$ cat src/rtl/alu_pkg.sv
// Shared definitions for the ALU core and the round-robin scheduler that feeds it:
// ALU opcodes, response flag bit positions and scheduler FSM states.
package alu_pkg;

   typedef enum logic [2:0] {
      ALU_ADD     = 3'b000,
      ALU_SUB     = 3'b001,
      ALU_AND     = 3'b010,
      ALU_OR      = 3'b011,
      ALU_ADD_SHL = 3'b100,
      ALU_SUB_SHL = 3'b101,
      ALU_ADD_SHR = 3'b110,
      ALU_SUB_SHR = 3'b111
   } alu_op_t;

   localparam int FLG_C = 0;
   localparam int FLG_Z = 1;
   localparam int FLG_N = 2;
   localparam int FLG_V = 3;

   typedef enum logic [1:0] {
      ST_IDLE = 2'd0,
      ST_EXEC = 2'd1,
      ST_RESP = 2'd2
   } sched_state_t;

endpackage

$ cat src/rtl/ALU.sv
// Combinational 8-bit ALU core: one adder shared by add/sub and the shift ops,
// plus bitwise AND/OR. Shifts act on the adder sum.
module ALU
   import alu_pkg::*;
(
   input  logic [7:0] A,
   input  logic [7:0] B,
   input  logic [2:0] ALU_control,
   input  logic [3:0] samt,
   output logic [7:0] RESULT,
   output logic       OVERFLOW,
   output logic       NEGATIVE,
   output logic       ZERO,
   output logic       CARRY
);

   logic       w_sub;
   logic       w_is_and;
   logic [7:0] w_b_eff;
   logic [8:0] w_sum;

   assign w_sub    = (ALU_control == ALU_SUB) || (ALU_control == ALU_SUB_SHL) ||
                     (ALU_control == ALU_SUB_SHR);
   assign w_is_and = (ALU_control == ALU_AND);
   assign w_b_eff  = w_sub ? ~B : B;
   assign w_sum    = {1'b0, A} + {1'b0, w_b_eff} + {8'b0, w_sub};

   always_comb begin
      RESULT = w_sum[7:0];
      case (ALU_control)
         ALU_AND:                  RESULT = A & B;
         ALU_OR:                   RESULT = A | B;
         ALU_ADD_SHL, ALU_SUB_SHL: RESULT = w_sum[7:0] << samt;
         ALU_ADD_SHR, ALU_SUB_SHR: RESULT = w_sum[7:0] >> samt;
         default:                  RESULT = w_sum[7:0];
      endcase
   end

   // Carry/overflow always come from the adder, except AND which forces them low.
   assign CARRY    = w_is_and ? 1'b0 : w_sum[8];
   assign OVERFLOW = w_is_and ? 1'b0 : ((A[7] == w_b_eff[7]) && (w_sum[7] != A[7]));
   assign ZERO     = (RESULT == 8'h00);
   assign NEGATIVE = RESULT[7];

endmodule

$ cat src/rtl/alu_rr_scheduler_rr_arbiter.sv
// Combinational round-robin arbiter: scans requests upward from the pointer,
// wrapping, and returns the first hit as one-hot grant plus encoded index.
module rr_arbiter #(
   parameter  int NREQ = 4,
   localparam int IDW  = $clog2(NREQ)
) (
   input  logic [NREQ-1:0] i_req,
   input  logic [IDW-1:0]  i_ptr,
   output logic [NREQ-1:0] o_grant,
   output logic [IDW-1:0]  o_idx
);

   always_comb begin
      logic found;
      int   idx;
      found   = 1'b0;
      idx     = 0;
      o_grant = '0;
      o_idx   = '0;
      for (int k = 0; k < NREQ; k++) begin
         idx = int'(i_ptr) + k;
         if (idx >= NREQ) idx = idx - NREQ;
         if (!found && i_req[idx]) begin
            found        = 1'b1;
            o_grant[idx] = 1'b1;
            o_idx        = IDW'(idx);
         end
      end
   end

endmodule

$ cat src/rtl/alu_rr_scheduler.sv
// Shares one ALU core between NREQ requesters: round-robin grant, registered
// operands, one registered response per op held until the consumer takes it.
module alu_rr_scheduler
   import alu_pkg::*;
#(
   parameter  int NREQ = 4,
   parameter  int CNTW = 16,
   localparam int IDW  = $clog2(NREQ)
) (
   input  logic              i_clk,
   input  logic              i_rst,
   input  logic [NREQ-1:0]   i_req_valid,
   output logic [NREQ-1:0]   o_req_ready,
   input  logic [NREQ*8-1:0] i_req_a,
   input  logic [NREQ*8-1:0] i_req_b,
   input  logic [NREQ*3-1:0] i_req_op,
   input  logic [NREQ*4-1:0] i_req_samt,
   output logic              o_rsp_valid,
   input  logic              i_rsp_ready,
   output logic [IDW-1:0]    o_rsp_id,
   output logic [7:0]        o_rsp_result,
   output logic [3:0]        o_rsp_flags,
   output logic              o_busy,
   output logic [CNTW-1:0]   o_ops_done
);

   sched_state_t    r_state;
   sched_state_t    w_next_state;
   logic [IDW-1:0]  r_ptr;
   logic [7:0]      r_a;
   logic [7:0]      r_b;
   logic [2:0]      r_op;
   logic [3:0]      r_samt;
   logic [IDW-1:0]  r_id;
   logic [IDW-1:0]  r_rsp_id;
   logic [7:0]      r_rsp_result;
   logic [3:0]      r_rsp_flags;
   logic [CNTW-1:0] r_ops_done;

   logic [NREQ-1:0] w_grant;
   logic [IDW-1:0]  w_gidx;
   logic            w_any_req;
   logic            w_take;
   logic            w_rsp_done;
   logic [7:0]      w_result;
   logic            w_ovf;
   logic            w_neg;
   logic            w_zero;
   logic            w_carry;

   rr_arbiter #(.NREQ(NREQ)) u_arb (
      .i_req   (i_req_valid),
      .i_ptr   (r_ptr),
      .o_grant (w_grant),
      .o_idx   (w_gidx)
   );

   ALU u_alu (
      .A           (r_a),
      .B           (r_b),
      .ALU_control (r_op),
      .samt        (r_samt),
      .RESULT      (w_result),
      .OVERFLOW    (w_ovf),
      .NEGATIVE    (w_neg),
      .ZERO        (w_zero),
      .CARRY       (w_carry)
   );

   assign w_any_req  = |i_req_valid;
   assign w_take     = (r_state == ST_IDLE) && w_any_req;
   assign w_rsp_done = (r_state == ST_RESP) && i_rsp_ready;

   always_ff @(posedge i_clk or posedge i_rst) begin
      if (i_rst) r_state <= ST_IDLE;
      else       r_state <= w_next_state;
   end

   always_comb begin
      w_next_state = r_state;
      case (r_state)
         ST_IDLE: if (w_any_req)   w_next_state = ST_EXEC;
         ST_EXEC:                  w_next_state = ST_RESP;
         ST_RESP: if (i_rsp_ready) w_next_state = ST_IDLE;
         default:                  w_next_state = ST_IDLE;
      endcase
   end

   // Grant is suppressed while reset is held so no handshake is reported that cannot land.
   always_comb begin
      o_req_ready = '0;
      o_rsp_valid = 1'b0;
      o_busy      = 1'b0;
      if (r_state == ST_IDLE && !i_rst) o_req_ready = w_grant;
      if (r_state == ST_RESP)           o_rsp_valid = 1'b1;
      if (r_state != ST_IDLE)           o_busy      = 1'b1;
   end

   always_ff @(posedge i_clk or posedge i_rst) begin
      if (i_rst) begin
         r_ptr  <= '0;
         r_a    <= '0;
         r_b    <= '0;
         r_op   <= '0;
         r_samt <= '0;
         r_id   <= '0;
      end else if (w_take) begin
         r_a    <= i_req_a[8*w_gidx +: 8];
         r_b    <= i_req_b[8*w_gidx +: 8];
         r_op   <= i_req_op[3*w_gidx +: 3];
         r_samt <= i_req_samt[4*w_gidx +: 4];
         r_id   <= w_gidx;
         r_ptr  <= (w_gidx == IDW'(NREQ - 1)) ? '0 : w_gidx + 1'b1;
      end
   end

   always_ff @(posedge i_clk or posedge i_rst) begin
      if (i_rst) begin
         r_rsp_id     <= '0;
         r_rsp_result <= '0;
         r_rsp_flags  <= '0;
         r_ops_done   <= '0;
      end else begin
         if (r_state == ST_EXEC) begin
            r_rsp_id            <= r_id;
            r_rsp_result        <= w_result;
            r_rsp_flags[FLG_C]  <= w_carry;
            r_rsp_flags[FLG_Z]  <= w_zero;
            r_rsp_flags[FLG_N]  <= w_neg;
            r_rsp_flags[FLG_V]  <= w_ovf;
         end
         if (w_rsp_done) r_ops_done <= r_ops_done + 1'b1;
      end
   end

   assign o_rsp_id     = r_rsp_id;
   assign o_rsp_result = r_rsp_result;
   assign o_rsp_flags  = r_rsp_flags;
   assign o_ops_done   = r_ops_done;

endmodule
$ cat config.mk
export PLATFORM = sky130hd
export DESIGN_NAME = alu_rr_scheduler
export DESIGN_NICKNAME = d
export VERILOG_FILES = /design/src/rtl/alu_pkg.sv /design/src/rtl/ALU.sv /design/src/rtl/alu_rr_scheduler_rr_arbiter.sv /design/src/rtl/alu_rr_scheduler.sv
export SDC_FILE = /design/constraint.sdc
export NUM_CORES = 1
export LEC_CHECK = 0
export BUFFER_PORTS_ARGS = -buffer_cell sky130_fd_sc_hd__buf_2
export CAP_MARGIN = 20
export CORE_ASPECT_RATIO = 1.2
export CORE_UTILIZATION = 40
export DETAILED_ROUTE_END_ITERATION = 10
export GPL_ROUTABILITY_DRIVEN = 0
export SYNTH_ARGS = -nofsm -noshare
export SYNTH_HDL_FRONTEND = slang
export SYNTH_SLANG_ARGS = --single-unit
$ cat constraint.sdc
create_clock -name i_clk -period 4.3 [get_ports i_clk]
set_input_delay 0.215 -clock i_clk [delete_from_list [all_inputs] [get_ports i_clk]]
set_output_delay 0.215 -clock i_clk [all_outputs]
set_load 0.03 [all_outputs]
# [Word level (Yosys, flattened, before mapping)]
# Cells that the tools add are included.
[totals] register_bits=59 in_bits=99 elab_cells=131
[classes] n_addsub=11 multipliers=1 order_cmp=12 n_eq_ne=14 n_shift=6 mux=46 bitwise=6 n_reduce_logical=24
[op_table] op="$ge 32x1->1 const B" n=4
[op_table] op="$lt 32x4->1 const B" n=4
[op_table] op="$mux 32" n=4
[op_table] op="$ge 32x4->1 const B" n=3
[op_table] op="$sub 32x4->32 const B" n=3
[op_table] op="$shiftx 32x6->8" n=2
[op_table] op="$pmux 8 s4" n=1
[op_table] op="$mux 4" n=5
[op_table] op="$mux 1" n=19
[op_table] op="$add 16x1->16 const B" n=1
[op_table] op="$shiftx 16x5->4" n=1
[op_table] op="$mux 2" n=7
[op_table] op="$eq 3x3->1 const B" n=4
[op_table] op="$or 4x4->4" n=3
[op_table] op="$shiftx 12x5->3" n=1
[op_table] op="$logic_and 1x1->1" n=11
[op_table] op="$add 8x8->9" n=1
[op_table] op="$add 9x1->9" n=1
[op_table] op="$and 8x8->8" n=1
[op_table] op="$bmux 1 s2" n=4
[op_table] op="$demux 1 s2" n=4
[op_table] op="$logic_not 8->1" n=1
[op_table] op="$mux 8" n=1
[op_table] op="$not 8->8" n=1
[op_table] op="24 further kinds" n=33

# [Depth between registers and ports, before layout]
# Gate-level depths: netlist of run 1.
[logic_depth] word_depth=17 mapped_depth=15 ltp_nobuf=12

# [Hierarchy]
# Synthesis of run 1 repeated with hierarchy kept, for this count alone.
[unflattened] cells_unflattened=481 hier_area_um2=5042.3
[by_module_without_submodules] mod="alu_rr_scheduler" instances=1 cells_per_inst=193 area_per_inst_um2=2939.1 seq_area_each_um2=1476.4
[by_module_without_submodules] mod="ALU" instances=1 cells_per_inst=237 area_per_inst_um2=1625.3 seq_area_each_um2=0.0
[by_module_without_submodules] mod="rr_arbiter" instances=1 cells_per_inst=51 area_per_inst_um2=478.0 seq_area_each_um2=0.0

# [Worst setup path after synthesis of run 1]
# No wires, ideal clock.
[synth_timing] path_kind="register to register" start="register r_op[0]" end="register r_rsp_flags[1], in the netlist o_rsp_flags[1]" setup_time_ps=104 arrival_time_ps=3658 t_required_ps=4196 slack_ps=538 path_stages_with_launch=14 path_buffers=2 synth_period_minus_slack_ps=3762 path_cell_list="dfrtp_1 buf_4 clkbuf_1 nand2_1 xnor2_1 ha_1 and3b_1 a31o_1 a211oi_4 mux2_4 o221ai_2 a311o_1 a2111o_1 o41ai_2"
[synth_between] elab_chain_len=9
[synth_lines] item="start: declaration" line="alu_rr_scheduler.sv:32" text="logic [2:0] r_op;"
[synth_lines] item="start signal: assignment" line="alu_rr_scheduler.sv:110" text="r_op <= i_req_op[3*w_gidx +: 3];"
[synth_lines] item="$eq 3x1->1 or $eq 3x3->1 (tied branches)" line="ALU.sv:22, ALU.sv:30"
[synth_lines] item="$logic_or 1x1->1 (2 in series)" line="ALU.sv:22" text="assign w_sub = (ALU_control == ALU_SUB) || (ALU_control == ALU_SUB_SHL) ||"
[synth_lines] item="$mux 8" line="ALU.sv:25" text="assign w_b_eff = w_sub ? ~B : B;"
[synth_lines] item="$add 8x8->9" line="ALU.sv:26" text="assign w_sum = {1'b0, A} + {1'b0, w_b_eff} + {8'b0, w_sub};"
[synth_lines] item="$add 9x1->9" line="ALU.sv:26"
[synth_lines] item="$shr 8x4->8 or $shl 8x4->8 (tied branches)" line="ALU.sv:34, ALU.sv:33"
[synth_lines] item="$pmux 8 s4 *" line="ALU.sv:30" text="case (ALU_control)"
[synth_lines] item="$logic_not 8->1 *" line="ALU.sv:42" text="assign ZERO = (RESULT == 8'h00);"
[synth_lines] item="end signal: indexed assignment" line="alu_rr_scheduler.sv:127" text="r_rsp_flags[FLG_C] <= w_carry;"
[synth_lines] item="end signal: indexed assignment" line="alu_rr_scheduler.sv:128" text="r_rsp_flags[FLG_Z] <= w_zero;"
[synth_lines] item="end signal: indexed assignment" line="alu_rr_scheduler.sv:129" text="r_rsp_flags[FLG_N] <= w_neg;"
[synth_lines] item="end: declaration" line="alu_rr_scheduler.sv:37" text="logic [3:0] r_rsp_flags;"
# Every way passes the cells marked *; elsewhere a longest branch is shown, timed or not.
# A chain may end at the register's enable or synchronous reset.

# [Final worst setup path of run 1]
[layout_timing] start="register r_ptr[1]" end="register r_op[1]"
[layout_between] elab_chain_len=17
[layout_lines] item="start: declaration" line="alu_rr_scheduler.sv:29" text="logic [IDW-1:0] r_ptr;"
[layout_lines] item="start signal: assignment" line="alu_rr_scheduler.sv:113" text="r_ptr <= (w_gidx == IDW'(NREQ - 1)) ? '0 : w_gidx + 1'b1;"
[layout_lines] item="parallel branches: the longest is 14 deep, another holds $sub 32x4->32"
[layout_lines] item="$mux 2 *" line="alu_rr_scheduler_rr_arbiter.sv:23" text="if (!found && i_req[idx]) begin"
[layout_lines] item="$mul 2x2->4 *" line="alu_rr_scheduler.sv:110"
[layout_lines] item="$shiftx 12x5->3 *" line="alu_rr_scheduler.sv:110"
# Mark *: on every way between the ends. The select of a mux whose other input is x is not followed.

==> summary.txt, run 1 <==
Outcome
  • Run status: finished, final reports clean

Synth
  • Leading cell type by number of instances after synthesis: sky130_fd_sc_hd__dfrtp_1
  • Post-Syn Nets: 610
  • Synth area leaders: sky130_fd_sc_hd__dfrtp_1 30%, sky130_fd_sc_hd__mux4_2 12%, sky130_fd_sc_hd__mux2_2 6.6%, sky130_fd_sc_hd__nand2_1 4.2%, sky130_fd_sc_hd__ha_1 4.2%
  • Mapped cell area: 0.004811 mm²
  • Average cell area after synthesis: 9.739 µm²
  • Sequential-to-total area share from yosys stat: 30.17%
  • Number of flops mapped to enable cells by yosys: 0
  • Yosys cell types: 68
  • Main synth FF type: sky130_fd_sc_hd__dfrtp_1
  • Commonest cells in the netlist: 58 x sky130_fd_sc_hd__dfrtp_1, 54 x sky130_fd_sc_hd__nand2_1, 32 x sky130_fd_sc_hd__nor2_1, 31 x sky130_fd_sc_hd__a21oi_1, 28 x sky130_fd_sc_hd__mux2_2
  • Ys Warns: 0
  • Dominant cell type by area after synthesis: sky130_fd_sc_hd__dfrtp_1
  • #FFs+latches synth: 58
  • Post-synthesis cell count: 494
  • Synth top area share: 30.17%
  • Share of flip-flops with an asynchronous set or reset: 100.0%

Critical path
  • Critical path endpoint category: flip-flop
  • CP required: 4.50 ns
  • Worst setup endpoint: r_op[1]
  • Worst setup path startpoint: r_ptr[1]
  • Setup CP Type: flip-flop to flip-flop
  • RR Endpoint: r_op[1]
  • R2r worst-path depth: 8
  • Arrival time reported for the critical path endpoint: 4.10 ns
  • Reg2reg setup slack: 0.40 ns
  • Critical path launch point type: flip-flop
  • Origin of the critical flop-to-flop path: r_ptr[1]
  • Biggest fanout along the worst timing path: 25

STA
  • Total of endpoints with negative setup slack in the final report: 0
  • Max Fclk: 256.6 MHz
  • Relative slew slack: 31.68%
  • RSZ-0062 raised after global routing: no
  • Sum Neg Setup Slack: 0 ns
  • Pins over their slew limit: 0
  • Clock skew: 0.008800 ns
  • Final Cycle Share: 90.64%
  • Final hold violation count: 0
  • Transition time at the pin with the least slew margin: 1.019 ns
  • Time the final worst path needs with I/O delays and setup: 3.898 ns

CTS
  • Total CTS buffers: 9
  • Clock insertion delay at the later pin of the skew report: 0.33 ns
  • Setup fix buffers added after clock tree synthesis: 0
  • CTS root buffer: sky130_fd_sc_hd__clkbuf_16
  • Number of H-tree levels: 3
  • Post-CTS clock slew at the launch and capture registers of the worst setup and hold paths: 0.05 ns
  • Cts-stage hold buffer count: 1
  • Clock tree from TritonCTS: built
  • Clock buffer depth: 2
  • CTS sink cnt: 58
  • Number of cells upsized or downsized after cts: 0

Floorplanning
  • DIE AREA: 0.01247 mm²
  • Number of rows created at floorplan: 43
  • Die extent in y: 122.1 µm
  • Effective utilization at floorplan: 41.40%
  • I/O pins: 135
  • Core Box Area: 0.01162 mm²
  • Die X: 102.1 µm

Placed design
  • # port buffers: 134
  • Half-perimeter wire length of the detailed placement result: 10290 µm

Route
  • Detailed-route DRC error count: 0
  • Router iterations before antenna repair: 7
  • Routed vias: 4484
  • Detail Route Antenna Nets: 0
  • Per-cell via count in the routed design: 5.727
  • Wire length reported by the detailed router: 13140 µm
  • Wire length per cell after detailed routing: 16.78 µm
  • Count of routing violations after the opening detailed-route iteration: 245

Global route
  • Total routing resource utilization after global routing: 22.77%
  • Pin count of the biggest net entering global routing: 32
  • Number of global-route vias before repair: 4518
  • Antenna violations before repair: 0
  • GRT Residual Overflow: 0
  • First-pass GRT wire length: 21940 µm

Finish
  • Area growth from synthesis to layout: 22.44%
  • Number of inserted diodes: 0
  • Share of post-route cells with drive strength above 1: 37.70%
  • Net count of the finished layout: 737

Flow run
  • Max-capacitance violation count: 0

Hold path
  • Type of the worst min-delay path: input port to flip-flop
through the flow:
stage | area, µm² | worst slack, ns | std cells | util, % | hold slack, ns
global route | 5891 | 0.1197 | 783 | 50.69 | 0.1294
detailed placement | 5598 | 0.4076 | 766 | 48.17 | 0.3349
CTS | 5891 | 0.3866 | 783 | 50.69 | 0.09639
floorplan | 4811 | 0.5381 | 494 | - | 0.3223
global placement | 5583 | 0.4347 | 765 | 48.04 | 0.3295
finish | 5891 | 0.4024 | 783 | 50.69 | 0.1053
final cells by class:
type                            instances  area [µm²]
Inverter                               16       60.06
Tap cell                              157       196.4
Clock buffer                           12       256.5
Multi-Input combinational cell        389        3122
Fill cell                            1113        5731
Timing Repair Buffer                  147       778.2
Clock inverter                          4       26.28
Sequential cell                        58        1451
metal layers:
metal  vias to the layer above  wire [µm]  GRT usage [%]
met4                         0        541          12.59
li1                       2117          -              -
met1                      2131       5397          29.14
met3                        40        786          3.901
met5                         -          0              0
met2                       196       6408          36.28
cell usage in the layout, fill, tap and decap left out, types with 4 or more instances in the layout:
cell type / n
sky130_fd_sc_hd__dfrtp_1: 58
sky130_fd_sc_hd__nand2_1: 54
sky130_fd_sc_hd__nand2b_1: 9
sky130_fd_sc_hd__xor2_1: 6
sky130_fd_sc_hd__mux4_2: 26
sky130_fd_sc_hd__o31ai_1: 5
sky130_fd_sc_hd__o21ai_0: 25
sky130_fd_sc_hd__nor3_1: 14
sky130_fd_sc_hd__a211oi_1: 6
sky130_fd_sc_hd__a21oi_1: 30
sky130_fd_sc_hd__nor2_1: 31
sky130_fd_sc_hd__a2111oi_0: 4
sky130_fd_sc_hd__clkbuf_16: 9
sky130_fd_sc_hd__mux2_4: 4
sky130_fd_sc_hd__nor2b_1: 4
sky130_fd_sc_hd__buf_4: 11
sky130_fd_sc_hd__mux2_2: 28
sky130_fd_sc_hd__o21a_1: 5
sky130_fd_sc_hd__o22ai_1: 4
sky130_fd_sc_hd__buf_2: 134
sky130_fd_sc_hd__a22oi_1: 10
sky130_fd_sc_hd__mux2i_1: 6
sky130_fd_sc_hd__nand4_1: 4
sky130_fd_sc_hd__ha_1: 16
sky130_fd_sc_hd__inv_1: 15
sky130_fd_sc_hd__xnor2_1: 20
sky130_fd_sc_hd__nand3_1: 14
sky130_fd_sc_hd__a31o_2: 4
worst max-delay path: stages, from the launching register on:
cell and delay, ns:
sky130_fd_sc_hd__dfrtp_1 0.49, sky130_fd_sc_hd__inv_1 0.16, sky130_fd_sc_hd__ha_1 0.39, sky130_fd_sc_hd__mux4_2 0.58
sky130_fd_sc_hd__nor2_1 0.13, sky130_fd_sc_hd__and3_1 0.33, sky130_fd_sc_hd__mux2_2 0.78, sky130_fd_sc_hd__mux4_2 0.61
sky130_fd_sc_hd__mux2_2 0.28
logic make-up (layout without fill, tap and decap cells):
family | after synthesis | count (layout) | share of synthesized area [%]
compound gates | 128 | 128 | 18.70
xor+xnor | 26 | 26 | 4.733
fa+ha+maj | 17 | 17 | 4.577
buf+inv | 47 | 179 | 5.071
flops | 58 | 58 | 30.17
mux | 64 | 64 | 21.22
simple gates | 154 | 154 | 15.53
how the worst min path moves through the flow:
| stage | startpoint | endpoint | slack (ns) | cells past startpoint |
|---|---|---|---|---|
| 3_5_place_dp | i_rst | r_samt[3] | 0.33 | 2 |
| 3_3_place_gp | i_rst | r_samt[3] | 0.33 | 2 |
| 2_1_floorplan | i_rsp_ready | r_state[1] | 0.32 | 1 |
| 6_report | i_rsp_ready | r_state[1] | 0.11 | 2 |
| 5_1_grt | i_rsp_ready | r_state[1] | 0.13 | 2 |
| 4_1_cts | i_rsp_ready | r_state[1] | 0.1 | 2 |
state kept, by name, summed over array words and instances (netlist names), named ones only:
register / flops
r_id: 2
o_ops_done: 16
r_samt: 4
r_ptr: 1
r_state: 2
r_b: 8
o_rsp_id: 2
o_rsp_flags: 4
r_a: 8
r_op: 3
o_rsp_result: 7
Power of run 1 is left out: the tool's default activity adds up to more than one toggle a clock period on the data nets, which glitch-free logic cannot reach.
==> run 2, diff against run 1 <==
--- a/config.mk
+++ b/config.mk
@@ -8,9 +8,12 @@
 export BUFFER_PORTS_ARGS = -buffer_cell sky130_fd_sc_hd__buf_2
 export CAP_MARGIN = 20
 export CORE_ASPECT_RATIO = 1.2
+export CORE_MARGIN = 5
 export CORE_UTILIZATION = 40
+export CTS_BUF_LIST = sky130_fd_sc_hd__clkbuf_8
 export DETAILED_ROUTE_END_ITERATION = 10
 export GPL_ROUTABILITY_DRIVEN = 0
+export REMOVE_ABC_BUFFERS = 1
 export SYNTH_ARGS = -nofsm -noshare
 export SYNTH_HDL_FRONTEND = slang
 export SYNTH_SLANG_ARGS = --single-unit
==> run 2 against run 1 <==
  * Design area shrank 0.83%
  * Critical path depth grew 1
  * Global-route usage shrank 4.3 points
  * Hold slack lost 0.033 ns
  * First-iteration DRC count grew 24%
==> summary.txt, run 2 (synthesis gave the netlist of run 1 again) <==
STA
  • Final Cycle Share: 92.07% (+1.4 points)
  • Final hold violation count: 0 (unchanged)
  • Total of endpoints with negative setup slack in the final report: 0 (unchanged)
  • Pins over their slew limit: 0 (unchanged)
  • Max Fclk: 252.6 MHz (-1.6%)
  • Time the final worst path needs with I/O delays and setup: 3.959 ns (+0.06139 ns)
  • RSZ-0062 raised after global routing: no
  • Relative slew slack: 35.45% (+3.8 points)
  • Sum Neg Setup Slack: 0 ns (unchanged)
  • Clock skew: 0.01055 ns (+0.001749 ns)
  • Transition time at the pin with the least slew margin: 0.9624 ns (-0.05624 ns)

Finish
  • Area growth from synthesis to layout: 21.43%
  • Commonest non-fill, non-tap cell in the layout: sky130_fd_sc_hd__buf_2
  • Number of inserted diodes: 0 (unchanged)
  • Non-filler cells in the finished layout: 786 (+0.38%)
  • Flip-flop count of the largest register, all copies and words added: 16 (unchanged)
  • Commonest cells after routing, fill and taps aside: 134 x sky130_fd_sc_hd__buf_2, 58 x sky130_fd_sc_hd__dfrtp_1, 54 x sky130_fd_sc_hd__nand2_1, 31 x sky130_fd_sc_hd__nor2_1, 30 x sky130_fd_sc_hd__a21oi_1
  • Net count of the finished layout: 736 (-0.14%)
  • Share of post-route cells with drive strength above 1: 37.92% (+0.22 points)
  • Number of filler cells placed in the layout: 1146 (+3.0%)

Critical path
  • Worst-path cell chain: inv_1 -> ha_1 -> mux4_2 -> nor2_1 -> and3_1 -> mux2_2 -> buf_4 -> mux4_2 -> mux2_2
  • Reg2reg setup slack: 0.34 ns (-0.06 ns)
  • Arrival time reported for the critical path endpoint: 4.18 ns (+0.08 ns)
  • Biggest fanout along the worst timing path: 15 (-40%)
  • Setup CP Type: flip-flop to flip-flop
  • Crit path max-delay cell type: sky130_fd_sc_hd__dfrtp_1
  • Critical path endpoint category: flip-flop
  • Delay of the slowest cell on the worst path: 0.60 ns (-0.18 ns)
  • Critical path launch point type: flip-flop
  • CP required: 4.52 ns (+0.02 ns)

Global route
  • Number of global-route vias before repair: 4478 (-0.89%)
  • Total routing resource utilization after global routing: 18.52% (-4.3 points)
  • Antenna violations before repair: 0 (unchanged)
  • GRT Residual Overflow: 0 (unchanged)
  • Pin count of the biggest net entering global routing: 59 (+84%)
  • First-pass GRT wire length: 21380 µm (-2.6%)

Placed design
  • # port buffers: 134 (unchanged)
  • Number of placed instances with taps included: 770 (+0.52%)
  • Half-perimeter wire length of the detailed placement result: 9991 µm (-2.9%)

Floorplanning
  • Die extent in y: 130.1 µm (+6.6%)
  • Effective utilization at floorplan: 40.27% (-1.1 points)
  • I/O pins: 135 (unchanged)
  • Number of rows created at floorplan: 44 (+2.3%)
  • Core Box Area: 0.01195 mm² (+2.8%)
  • Die X: 110.1 µm (+7.8%)
  • DIE AREA: 0.01433 mm² (+15%)

Route
  • Per-cell via count in the routed design: 5.627 (-1.7%)
  • Detail Route Antenna Nets: 0 (unchanged)
  • Wire length reported by the detailed router: 12880 µm (-1.9%)
  • Count of routing violations after the opening detailed-route iteration: 303 (+24%)
  • Routed vias: 4423 (-1.4%)
  • Wire length per cell after detailed routing: 16.39 µm (-2.3%)
  • Router iterations before antenna repair: 5 (-2)
  • Detailed-route DRC error count: 0 (unchanged)

CTS
  • CTS sink cnt: 58 (unchanged)
  • Total CTS buffers: 9 (unchanged)
  • CTS root buffer: sky130_fd_sc_hd__clkbuf_8
  • Number of H-tree levels: 3 (unchanged)
  • Clock insertion delay at the later pin of the skew report: 0.34 ns (about the same)
  • Setup fix buffers added after clock tree synthesis: 0 (unchanged)
  • Clock buffer depth: 2 (unchanged)
  • Number of cells upsized or downsized after cts: 0 (unchanged)
  • Clock tree from TritonCTS: built
  • Cts-stage hold buffer count: 0 (-1)
  • Post-CTS clock slew at the launch and capture registers of the worst setup and hold paths: 0.08 ns (+0.03 ns)

Hold path
  • Type of the worst min-delay path: input port to asynchronous set/reset pin

Outcome
  • Run status: finished, final reports clean

Flow run
  • Max-capacitance violation count: 0 (unchanged)
## run 2: cell types whose count changed in the layout (fill, tap and decap cells not counted), sizes merged
| cell | previous run | this run |
|---|---|---|
| clkbuf | 12 | 9 |
| bufinv | 0 | 2 |
| dlygate4sd3 | 1 | 0 |
| inv | 16 | 17 |
## run 2: worst paths after layout
kind                                  start                          to  cells past startpoint
max in group asynchronous             i_rst                      r_a[6]                      3
worst min register to register      r_id[1]                 o_rsp_id[1]                      2
min in group i_clk              i_rsp_ready                  r_state[1]                      2
worst min-delay path                  i_rst  asynchronous set/reset pin                      3
worst max-delay path              flip-flop                     r_op[1]                      9
worst max register to register    flip-flop                     r_op[1]                      9
## run 2: cell type report
type	count	area, µm²	share of cell area [%]
clock buffers	9	123.9	2.120
well taps	161	201.4	3.448
multi-input cells	389	3122	53.44
clock inverters	7	102.6	1.756
flip-flops and latches	58	1451	24.84
repair buffers	146	780.7	13.36
inverters	16	60.06	1.028
## run 2: critical path: cells and delay by family, from the launching register on
kind                       cells  cell delay, ns
buffers and inverters          2            0.46
DFF                            1            0.60
muxes                          4            1.92
and+or+nand+nor                2            0.45
adders and majority gates      1            0.40
## run 2: routing by layer
| layer | routed length, µm | global-route usage, % |
|---|---|---|
| met1 | 5493 | 24.09 |
| met2 | 6317 | 30.61 |
| met3 | 697 | 3.117 |
| met4 | 374 | 7.391 |
| met5 | 0 | 0 |
## run 2: through the flow
stage / utilization, % / cell area [µm²] / setup WS (ns) / hold WS, ns
after global routing: 48.90 / 5842 / 0.01147 / 0.1199
after floorplan: - / 4627 / 0.4607 / 0.3223
after CTS: 48.90 / 5842 / 0.2717 / 0.09071
final: 48.90 / 5842 / 0.3410 / 0.07264
after global placement: 46.77 / 5588 / 0.4360 / 0.4527
after detailed placement: 47.00 / 5615 / 0.2856 / 0.4474
Power of run 2 is left out for the same reason.
==> run 3, diff against run 2 <==
--- a/config.mk
+++ b/config.mk
@@ -9,10 +9,11 @@
 export CAP_MARGIN = 20
 export CORE_ASPECT_RATIO = 1.2
 export CORE_MARGIN = 5
-export CORE_UTILIZATION = 40
+export CORE_UTILIZATION = 55
 export CTS_BUF_LIST = sky130_fd_sc_hd__clkbuf_8
 export DETAILED_ROUTE_END_ITERATION = 10
 export GPL_ROUTABILITY_DRIVEN = 0
+export PLACE_DENSITY = 0.84
 export REMOVE_ABC_BUFFERS = 1
 export SYNTH_ARGS = -nofsm -noshare
 export SYNTH_HDL_FRONTEND = slang
==> run 3 against run 2 <==
  * Final cell count decreased by 6.1%
  * Design area decreased by 1.4%
  * Worst setup slack got worse by 0.11 ns
  * Hold slack improved by 0.021 ns
  * Non-clock buffer count decreased by 4
  * Global-route usage increased by 7.3 points
  * Largest cell class unchanged
  * Highest routed layer unchanged
==> summary.txt, run 3 (synthesis gave the netlist of run 1 again) <==
Global route
  • Total routing resource utilization after global routing: 25.81% (+7.3 points)
  • GRT Residual Overflow: 0 (unchanged)
  • Number of global-route vias before repair: 4721 (+5.4%)
  • Antenna violations before repair: 0 (unchanged)
  • GRT Max-Usage Layer: met2
  • First-pass GRT wire length: 22200 µm (+3.9%)
  • Grt met2 use: 43.58% (+13 points)
  • Met1 global-route usage: 31.23% (+7.1 points)
  • GR Util met3: 4.491% (+1.4 points)
  • Pin count of the biggest net entering global routing: 38 (-36%)

Route
  • Count of routing violations after the opening detailed-route iteration: 560 (+85%)
  • Wire length reported by the detailed router: 13460 µm (+4.5%)
  • Detail Route Antenna Nets: 0 (unchanged)
  • Wire length per cell after detailed routing: 18.24 µm (+11%)
  • Per-cell via count in the routed design: 6.310 (+12%)
  • Detailed-route DRC error count: 0 (unchanged)
  • Routed vias: 4657 (+5.3%)
  • Router iterations before antenna repair: 6 (+1)

CTS
  • Post-CTS clock slew at the launch and capture registers of the worst setup and hold paths: 0.08 ns (about the same)
  • Number of H-tree levels: 3 (unchanged)
  • CTS root buffer: sky130_fd_sc_hd__clkbuf_8
  • Clock insertion delay at the later pin of the skew report: 0.36 ns (+0.02 ns)
  • Total CTS buffers: 9 (unchanged)
  • CTS sink cnt: 58 (unchanged)
  • Setup fix buffers added after clock tree synthesis: 0 (unchanged)
  • Clock tree from TritonCTS: built
  • Clock buffer depth: 2 (unchanged)

Critical path
  • Arrival time reported for the critical path endpoint: 4.36 ns (+0.18 ns)
  • R2r worst-path depth: 11 (+2)
  • Reg2reg setup slack: 0.23 ns (-0.11 ns)
  • Biggest fanout along the worst timing path: 21 (+6)
  • CP required: 4.59 ns (+0.07 ns)
  • Critical path endpoint category: flip-flop
  • RR Endpoint: o_rsp_flags[2]
  • Setup CP Type: flip-flop to flip-flop
  • Origin of the critical flop-to-flop path: r_op[1]
  • Crit path max-delay cell type: sky130_fd_sc_hd__a211oi_1
  • Delay of the slowest cell on the worst path: 0.83 ns (+0.23 ns)
  • Critical path launch point type: flip-flop
  • Worst-path cell chain: buf_4 -> nor2b_1 -> o31ai_1 -> fa_1 -> nand3_1 -> a31o_2 -> a211oi_1 -> o21ai_0 -> o32ai_1 -> o21a_1 -> mux2_2

STA
  • Clock skew: 0.01247 ns (+0.001922 ns)
  • Time the final worst path needs with I/O delays and setup: 4.071 ns (+0.1122 ns)
  • Pins over their slew limit: 0 (unchanged)
  • Relative slew slack: 30.13% (-5.3 points)
  • Total of endpoints with negative setup slack in the final report: 0 (unchanged)
  • Final Cycle Share: 94.68% (+2.6 points)
  • Sum Neg Setup Slack: 0 ns (unchanged)
  • Final hold violation count: 0 (unchanged)
  • Transition time at the pin with the least slew margin: 1.042 ns (+0.07936 ns)
  • RSZ-0062 raised after global routing: no
  • Max Fclk: 245.6 MHz (-2.8%)

Floorplanning
  • I/O pins: 135 (unchanged)
  • Core Box Area: 0.008564 mm² (-28%)
  • Die extent in y: 112.5 µm (-14%)
  • Effective utilization at floorplan: 56.17% (+16 points)
  • Die X: 95.38 µm (-13%)
  • DIE AREA: 0.01072 mm² (-25%)
  • Number of rows created at floorplan: 37 (-16%)

Outcome
  • Run status: finished, final reports clean

Placed design
  • Area post-placement: 0.005503 mm² (-2.0%)
  • # port buffers: 134 (unchanged)
  • Half-perimeter wire length of the detailed placement result: 10090 µm (+0.98%)

Hold path
  • Hold path startpoint: i_rsp_ready
  • Hold Path Stages: 2
  • Type of the worst min-delay path: input port to flip-flop
  • Worst-case hold path end point: r_state[1]

Finish
  • Net count of the finished layout: 732 (-0.54%)
  • Number of inserted diodes: 0 (unchanged)
  • Commonest non-fill, non-tap cell in the layout: sky130_fd_sc_hd__buf_2
  • Flip-flop count of the largest register, all copies and words added: 16 (unchanged)
  • Finished layout cell area: 0.005759 mm² (-1.4%)
  • Final core area utilization: 67.25% (+18 points)
  • Commonest cells after routing, fill and taps aside: 134 x sky130_fd_sc_hd__buf_2, 58 x sky130_fd_sc_hd__dfrtp_1, 54 x sky130_fd_sc_hd__nand2_1, 31 x sky130_fd_sc_hd__nor2_1, 30 x sky130_fd_sc_hd__a21oi_1
  • Share of post-route cells with drive strength above 1: 37.84% (-0.078 points)
  • Area growth from synthesis to layout: 19.71%

Flow run
  • Max-capacitance violation count: 0 (unchanged)
-- run 3: cell type report --
cell class              instances  area (µm²)
inverters                      16       60.06
flip-flops and latches         58        1451
multi-input cells             389        3143
clock buffers                   9       123.9
fillers                       665        2805
well taps                     117       146.4
clock inverters                 7       101.3
repair buffers                142       733.2
-- run 3: critical path, delay by kind of cell, from the launching register on --
kind                       cells  cell delay (ns)
AOI/OAI and AO/OA              6             2.50
buffers and inverters          1             0.23
adders and majority gates      1             0.34
muxes                          1             0.16
DFF                            1             0.41
and+or+nand+nor                2             0.37
-- run 3: worst max-delay path by stage --
stage                     startpoint              to  slack (ns)  cells after the start
after global routing         r_op[1]  o_rsp_flags[1]        0.06                     12
final                        r_op[1]  o_rsp_flags[2]        0.23                     11
after floorplan            flip-flop          r_a[0]        0.46                      8
after CTS                  flip-flop          r_a[5]        0.19                      8
after detailed placement   flip-flop          r_a[5]        0.22                      8
after global placement     flip-flop         r_op[1]        0.46                      8
-- run 3: what timing repair did --
item | CTS | global route
hold endpoints to repair | 21 | 0
hold buffers | 1 | 0
setup endpoints to repair | 0 | 24
resized for setup | 0 | 5
-- run 3: metal layers --
metal,share of wire (%),routed length [µm]
met2,51,6820
met1,37,4937
met3,7.9,1063
met4,4.7,639
met5,0,0
-- run 3: stage by stage --
stage	hold WS, ns	cells	worst slack [ns]
after detailed placement	0.2609	721	0.2171
final	0.09317	738	0.2288
after floorplan	0.3223	463	0.4607
after global placement	0.2555	721	0.4570
after CTS	0.08378	738	0.1910
after global routing	0.08840	738	0.06153
Power of run 3 is left out for the same reason.
